$ cat src/rtl/tensor_output_adder_seq.sv
// tensor_output_adder_seq
// Sequencer for the tensor unit's final-stage output adder. It walks a ROWS x COLS
// output matrix one element at a time. For each element it reads the partial-sum
// buffer, clears and fires the one-shot adder, and waits ADD_LAT cycles. It then
// captures the 16-bit signed sum and presents it with its element index on a
// valid/ready port.
//
// Optional feature: define TOA_SEQ_STALL_CNT_EN to add the 16-bit stall_cnt output.
// It counts back-pressure cycles within the current pass.

module tensor_output_adder_seq #(
  parameter int ROWS    = 4,
  parameter int COLS    = 4,
  parameter int ADDR_W  = 4,
  parameter int ADD_LAT = 1
) (
  input  logic              clk,
  input  logic              rst,
  input  logic              go,
  output logic              busy,
  output logic              done,
  output logic [ADDR_W-1:0] elem_addr,
  output logic              elem_rd,
  output logic              add_clr,
  output logic              add_start,
  input  logic [15:0]       add_result,
  output logic              out_valid,
  input  logic              out_ready,
  output logic [15:0]       out_data,
  output logic [ADDR_W-1:0] out_addr
`ifdef TOA_SEQ_STALL_CNT_EN
  ,
  output logic [15:0]       stall_cnt
`endif
);

  // The wait counter only needs to hold ADD_LAT-1; keep at least one bit so that
  // ADD_LAT == 1 still gives a legal vector.
  localparam int LAT_W = (ADD_LAT > 1) ? $clog2(ADD_LAT) : 1;
  localparam logic [LAT_W-1:0]  LAT_LOAD  = LAT_W'(ADD_LAT - 1);
  localparam logic [ADDR_W-1:0] LAST_ELEM = ADDR_W'(ROWS * COLS - 1);

  typedef enum logic [2:0] {
    S_IDLE,
    S_FETCH,
    S_CLEAR,
    S_ADD,
    S_WAIT,
    S_EMIT,
    S_DONE
  } state_e;

  state_e            state_q, state_d;
  logic [ADDR_W-1:0] index_q, index_d;
  logic [LAT_W-1:0]  waitCnt_q, waitCnt_d;
  logic [15:0]       outData_q, outData_d;
  logic [ADDR_W-1:0] outAddr_q, outAddr_d;

  // State, element index, latency counter and captured result; reset aborts any pass in flight
  always_ff @(posedge clk) begin
    if (rst) begin
      state_q   <= S_IDLE;
      index_q   <= '0;
      waitCnt_q <= '0;
      outData_q <= '0;
      outAddr_q <= '0;
    end else begin
      state_q   <= state_d;
      index_q   <= index_d;
      waitCnt_q <= waitCnt_d;
      outData_q <= outData_d;
      outAddr_q <= outAddr_d;
    end
  end

  // Next-state logic plus state-decoded strobes; every strobe lives in exactly one state per element
  always_comb begin
    state_d   = state_q;
    index_d   = index_q;
    waitCnt_d = waitCnt_q;
    outData_d = outData_q;
    outAddr_d = outAddr_q;
    busy      = 1'b0;
    done      = 1'b0;
    elem_addr = '0;
    elem_rd   = 1'b0;
    add_clr   = 1'b0;
    add_start = 1'b0;
    out_valid = 1'b0;

    case (state_q)
      S_IDLE: begin
        if (go) begin
          state_d = S_FETCH;
          index_d = '0;
        end
      end

      S_FETCH: begin
        busy      = 1'b1;
        elem_addr = index_q;
        elem_rd   = 1'b1;
        state_d   = S_CLEAR;
      end

      S_CLEAR: begin
        busy      = 1'b1;
        elem_addr = index_q;
        add_clr   = 1'b1;
        state_d   = S_ADD;
      end

      S_ADD: begin
        busy      = 1'b1;
        elem_addr = index_q;
        add_start = 1'b1;
        waitCnt_d = LAT_LOAD;
        state_d   = S_WAIT;
      end

      S_WAIT: begin
        busy      = 1'b1;
        elem_addr = index_q;
        if (waitCnt_q == '0) begin
          outData_d = add_result;
          outAddr_d = index_q;
          state_d   = S_EMIT;
        end else begin
          waitCnt_d = waitCnt_q - 1'b1;
        end
      end

      S_EMIT: begin
        busy      = 1'b1;
        elem_addr = index_q;
        out_valid = 1'b1;
        if (out_ready) begin
          if (index_q == LAST_ELEM) begin
            state_d = S_DONE;
          end else begin
            index_d = index_q + 1'b1;
            state_d = S_FETCH;
          end
        end
      end

      S_DONE: begin
        done    = 1'b1;
        index_d = '0;
        state_d = S_IDLE;
      end

      default: begin
        state_d = S_IDLE;
      end
    endcase
  end

  assign out_data = outData_q;
  assign out_addr = outAddr_q;

`ifdef TOA_SEQ_STALL_CNT_EN
  logic [15:0] stallCnt_q, stallCnt_d;

  // Back-pressure counter: restarts with each accepted go, saturates, and survives DONE
  always_comb begin
    stallCnt_d = stallCnt_q;
    if (state_q == S_IDLE && go) begin
      stallCnt_d = '0;
    end else if (state_q == S_EMIT && !out_ready && stallCnt_q != 16'hFFFF) begin
      stallCnt_d = stallCnt_q + 16'd1;
    end
  end

  // Stall counter register
  always_ff @(posedge clk) begin
    if (rst) begin
      stallCnt_q <= '0;
    end else begin
      stallCnt_q <= stallCnt_d;
    end
  end

  assign stall_cnt = stallCnt_q;
`endif

endmodule
$ cat config.mk
export PLATFORM = sky130hd
export DESIGN_NAME = tensor_output_adder_seq
export DESIGN_NICKNAME = d
export VERILOG_FILES = /design/src/rtl/tensor_output_adder_seq.sv
export SDC_FILE = /design/constraint.sdc
export NUM_CORES = 1
export LEC_CHECK = 0
export CAP_MARGIN = 20
export CORE_ASPECT_RATIO = 0.8
export CORE_MARGIN = 2
export CORE_UTILIZATION = 35
export CTS_BUF_LIST = sky130_fd_sc_hd__clkbuf_4
export DETAILED_ROUTE_END_ITERATION = 12
export PLACE_DENSITY = 0.64
export SLEW_MARGIN = 5
export SYNTH_ARGS = -nofsm -noshare
export SYNTH_HDL_FRONTEND = slang
export SYNTH_SLANG_ARGS = --single-unit
export TNS_END_PERCENT = 30
$ cat constraint.sdc
create_clock -name clk -period 2.1 [get_ports clk]
set_input_delay 0.63 -clock clk [delete_from_list [all_inputs] [get_ports clk]]
set_output_delay 0.63 -clock clk [all_outputs]
set_load 0.005 [all_outputs]
# Yosys cells after proc, flatten, opt, wreduce, memory -nomap -nowiden

Cells that the tools add are included.
W data, S select, Z words.

ROM bits: 0
Bits in writable memories: 0
Input port bits: 20
Bits in latches: 0
Bits in registers: 28
Memories kept: 0
Word-level logic and storage cells: 44
Output and inout port bits: 30

Magnitude comparators: 0
Multiply operators: 0
Mux-type cells: 18
Equality and inequality tests: 11
Div/mod/pow operators: 0
Bitwise gates (word level): 1
Add/sub/neg operators: 2
Reductions and logical operators: 7
Shift operators: 0

Operators by type and width:

| cell                  | count |
|---|---|
| $pmux W3 S6           | 1 |
| $mux W4               | 4 |
| $mux W3               | 4 |
| $pmux W4 S3           | 1 |
| $eq A3 B3 Y1 const B  | 3 |
| $ne A2 B2 Y1 const B  | 4 |
| $mux W1               | 7 |
| $eq A3 B2 Y1 const B  | 2 |
| $reduce_or A5 Y1      | 1 |
| $add A4 B1 Y4 const B | 1 |
| $eq A4 B4 Y1 const B  | 1 |
| $reduce_and A4 Y1     | 1 |
| $eq A3 B1 Y1 const B  | 1 |
| $logic_not A3 Y1      | 1 |
| $reduce_and A3 Y1     | 1 |
| $reduce_bool A3 Y1    | 1 |
| $pmux W1 S2           | 1 |
| $reduce_and A2 Y1     | 1 |
| $reduce_bool A2 Y1    | 1 |
| $not A1 Y1            | 1 |
| $sub A1 B1 Y1 const B | 1 |

# Longest topological paths before layout

Word-level depth: 4
Depth in mapped cells: 6
Mapped depth without buffers: 5

# Worst setup path before layout

No wires, ideal clock.

Kind: register to output
From: register state_q[2]
To: output port elem_addr[0]
Cell stages (with the launch flop): 5
Arrival time: 1.056 ns
Data required time: 1.470 ns
Slack: 0.414 ns
Buffers on the path: 2
Path through: dfxtp_1 buf_4 clkbuf_1 a21oi_1 and2_1

Longest elaborated chain between the ends: 3
Elaborated cells between the ends (all ways): 7
Classes of those cells: eq/ne (5); mux (1); reduce/logical (1)

Ends and longest elaborated chain:

| element                               | line | source |
|---|---|---|
| start: declaration                    | 53   | `state_e state_q, state_d;` |
| start signal: assignment              | 68   | `state_q <= state_d;` |
| $eq A3 B3 Y1 (tied with other cells)  | 91   | `case (state_q)` |
| $reduce_or A5 Y1 (no source line) (*) | n/a  |  |
| $mux W4 (*)                           | 91   |  |
| end: declaration                      | 22   | `output logic [ADDR_W-1:0] elem_addr,` |

Mark *: on every way between the ends. The rest lies on a longest branch, timed or not.

# Worst setup path in the final report

From: register state_q[0]
To: output port elem_addr[3]

The elaborated chain is that of the path after synthesis.

==> impl_metrics.env <==
export IMPL_tritoncts="yes"
export IMPL_dp_hpwl_um=2340
export IMPL_antenna_found_initial=0
export IMPL_worstReg2RegEnd="out_data[3]"
export IMPL_peakVddDrop_uv=309
export IMPL_cp_top_family="buffers and inverters"
export IMPL_reg2reg_slack_ns=0.38
export IMPL_final_cell_mix="43 x nand2_1, 39 x clkdlybuf4s50_1, 24 x a21oi_1, 24 x dfxtp_1, 14 x buf_4"
export IMPL_r2r_start="state_q[0]"
export IMPL_worstPathMaxFanout=5
export IMPL_syn_num_nets=172
export IMPL_worstRegToRegCells=6
export IMPL_endpoint="elem_addr[3]"
export IMPL_max_slew_margin_rel_pct=52.5
export IMPL_worst_setup_path_type="flip-flop to primary output"
export IMPL_vias=1204
export IMPL_setup_tns_ns=0
export IMPL_syn_area_um2=1190
export IMPL_synth_async_reset_ratio_pct=0
export IMPL_nFillCells=316
export IMPL_ioPinCount=50
export IMPL_comb_power_share_pct=15.3
export IMPL_skew_ns=0.00531
export IMPL_drv_slew=0
export IMPL_run_status="finished clean"
export IMPL_grt_max_degree=21
export IMPL_intPower_mw=0.684
export IMPL_die_width_um=69.1
export IMPL_startpoint="state_q[0]"
export IMPL_power_per_cell_area_nw_per_um2=491
export IMPL_ys_flop_type="dfxtp_1"
export IMPL_die_area_um2=3870
export IMPL_worstMarginPinSlew_ns=0.713
export IMPL_netlist_instances=151
export IMPL_ys_ff_latch=27
export IMPL_syn_to_final_growth_pct=53.4
export IMPL_track_usage_pct=16.6
export IMPL_post_drt_via_cell_ratio=4.91
export IMPL_path_buf_inv=2
export IMPL_antenna_diode_count=0
export IMPL_fmax_mhz=492
export IMPL_cpMaxStageDelayCell="dfxtp_4"
export IMPL_setup_viol=0
export IMPL_cts_root_buf="clkbuf_4"
export IMPL_layout_drive_gt1_share_pct=15.6
export IMPL_syn_area_per_cell_um2=7.86
export IMPL_layout_min_cycle_time_ns=2.03
export IMPL_remaining_drc_errors=0
export IMPL_drt_iter0_drc=40
export IMPL_place_congestion=0.806
export IMPL_required_ns=1.47
export IMPL_worstPathArrival_ns=1.40
export IMPL_hold_buffers=0
export IMPL_post_drt_wl_per_cell_um=12.8
export IMPL_start_kind="flip-flop"
export IMPL_fin_nets=227
export IMPL_insertion_delay_ns=0.32
export IMPL_numCtsBuffers=3
export IMPL_rsz0062_at_grt="true"
export IMPL_synth_seq_area_share_pct=45.6
export IMPL_htree_num_levels=1
export IMPL_switching_share_pct=23.4
export IMPL_hold_viol=0
export IMPL_firstDrtPassIters=4
export IMPL_yosysUniqueCellTypes=29
export IMPL_power_switching_mw=0.209
export IMPL_cts_buffer_depth=2
export IMPL_start_util_pct=37.6
export IMPL_grt_overflow_total=0
export IMPL_max_stage_delay_ns=0.37
export IMPL_drv_cap=0
export IMPL_yosysWarningCount=0
export IMPL_grt_pass1_wl_um=5280
export IMPL_hold_ws_ns=0.464
export IMPL_die_h_um=56.1
export IMPL_end_kind="primary output"
export IMPL_final_common_cell="nand2_1"
export IMPL_leakage_nw=0.687
export IMPL_core_um2=3150
export IMPL_path_depth=5
export IMPL_rows=18
export IMPL_clkTransAtPathRegs_ns=0.14
export IMPL_cts_sinks=27
export IMPL_seq_power_share_pct=58.6
export IMPL_fin_crit_sh_pct=96.9
export IMPL_routed_wl_um=3140
export IMPL_port_buffer_count=49
export IMPL_worstPathCellList="buf_4 > nor3_4 > a21oi_2 > and2_1 > dlygate4sd2_1"
export IMPL_antenna_left=0
export IMPL_hold_class="flip-flop to flip-flop"
export IMPL_synth_edf_count=0
export IMPL_power_frac_clock_pct=26.1
export IMPL_grt_pass1_vias=1141
-- worst register-to-register path: stages, from the launching register on --
cell and delay, ns:
dfxtp_4 0.37, buf_4 0.15, inv_1 0.10, buf_4 0.14
and3_1 0.62, nand2_1 0.12, a21oi_1 0.16
-- cell usage after synthesis, drive strengths merged, types with 2 or more instances --
library cell | count | area share, %
inv | 3 | 0.95
and3 | 2 | 1.1
nand2 | 44 | 14
nand2b | 2 | 1.1
clkbuf | 7 | 2.2
nor3 | 5 | 2.1
o21ai | 3 | 1.3
nor2 | 3 | 0.95
dfxtp | 27 | 46
nand3 | 5 | 2.1
a21oi | 25 | 11
and2 | 4 | 2.1
buf | 5 | 3.9
a211oi | 3 | 1.9
-- worst min-delay path by stage --
stage | from | endpoint | slack (ns) | depth (start not counted)
3_3_place_gp | out_data[5] | out_data[5] | 0.44 | 2
4_1_cts | out_data[13] | out_data[13] | 0.47 | 2
6_report | out_data[7] | out_data[7] | 0.46 | 2
5_1_grt | out_data[12] | out_data[12] | 0.49 | 2
2_1_floorplan | out_addr[0] | out_addr[0] | 0.45 | 2
3_5_place_dp | out_addr[3] | out_addr[3] | 0.45 | 2
-- sequential cells by signal (all words and copies together), names as in the netlist --
signal / count
index_q: 4
out_addr: 4
out_data: 16
state_q: 3
-- power by group through the flow --
stage	Sequential, mW	Combinational (mW)	Clock, mW
global placement	0.535	0.123	0
detailed placement	0.536	0.126	0
floorplan	0.533	0.0602	0
finish	0.523	0.137	0.233
global route	0.524	0.150	0.268
CTS	0.524	0.130	0.243
-- stage by stage --
stage	power [mW]	instance area [um2]	util, %	std cells	setup WS (ns)
2_1_floorplan	0.593	1190	-	151	0.414
3_3_place_gp	0.658	1740	55.1	239	-0.0669
3_5_place_dp	0.661	1740	55.1	239	-0.106
4_1_cts	0.896	1790	56.9	244	-0.0979
5_1_grt	0.943	1820	57.7	245	-0.0271
6_report	0.893	1820	57.7	245	0.0656
-- layout make-up --
| class | instances | area, um2 | share of cell area, % |
|---|---|---|---|
| multi-input cells | 109 | 598 | 32.9 |
| repair buffers | 62 | 578 | 31.8 |
| flip-flops and latches | 27 | 552 | 30.3 |
| well taps | 40 | 50.0 | 2.75 |
| clock buffers | 4 | 30.0 | 1.65 |
| inverters | 3 | 11.3 | 0.619 |
-- metal layers --
layer	global-route usage [%]	vias to the layer above	wire, um
met1	20.1	551	1460
met4	5.04	0	34
met3	4.17	2	165
li1	-	613	-
met5	0	-	0
met2	29.0	38	1480
-- kinds of logic after synthesis --
logic type,Yosys count,synth area share (%)
buffers and inverters,15,7.07
flip-flops,27,45.6
adder cells (fa/ha/maj),1,1.05
AND/OR/NAND/NOR,72,27.8
AO/OA/AOI/OAI,36,18.5
-- what timing repair did --
| action | CTS | global route |
|---|---|---|
| cloned | 0 | 0 |
| gates resized for setup | 20 | 9 |
| endpoints found under the setup margin | 10 | 4 |
| setup buffers | 1 | 1 |
| pin swaps | 2 | 2 |
(Power assumes the default switching activity.)
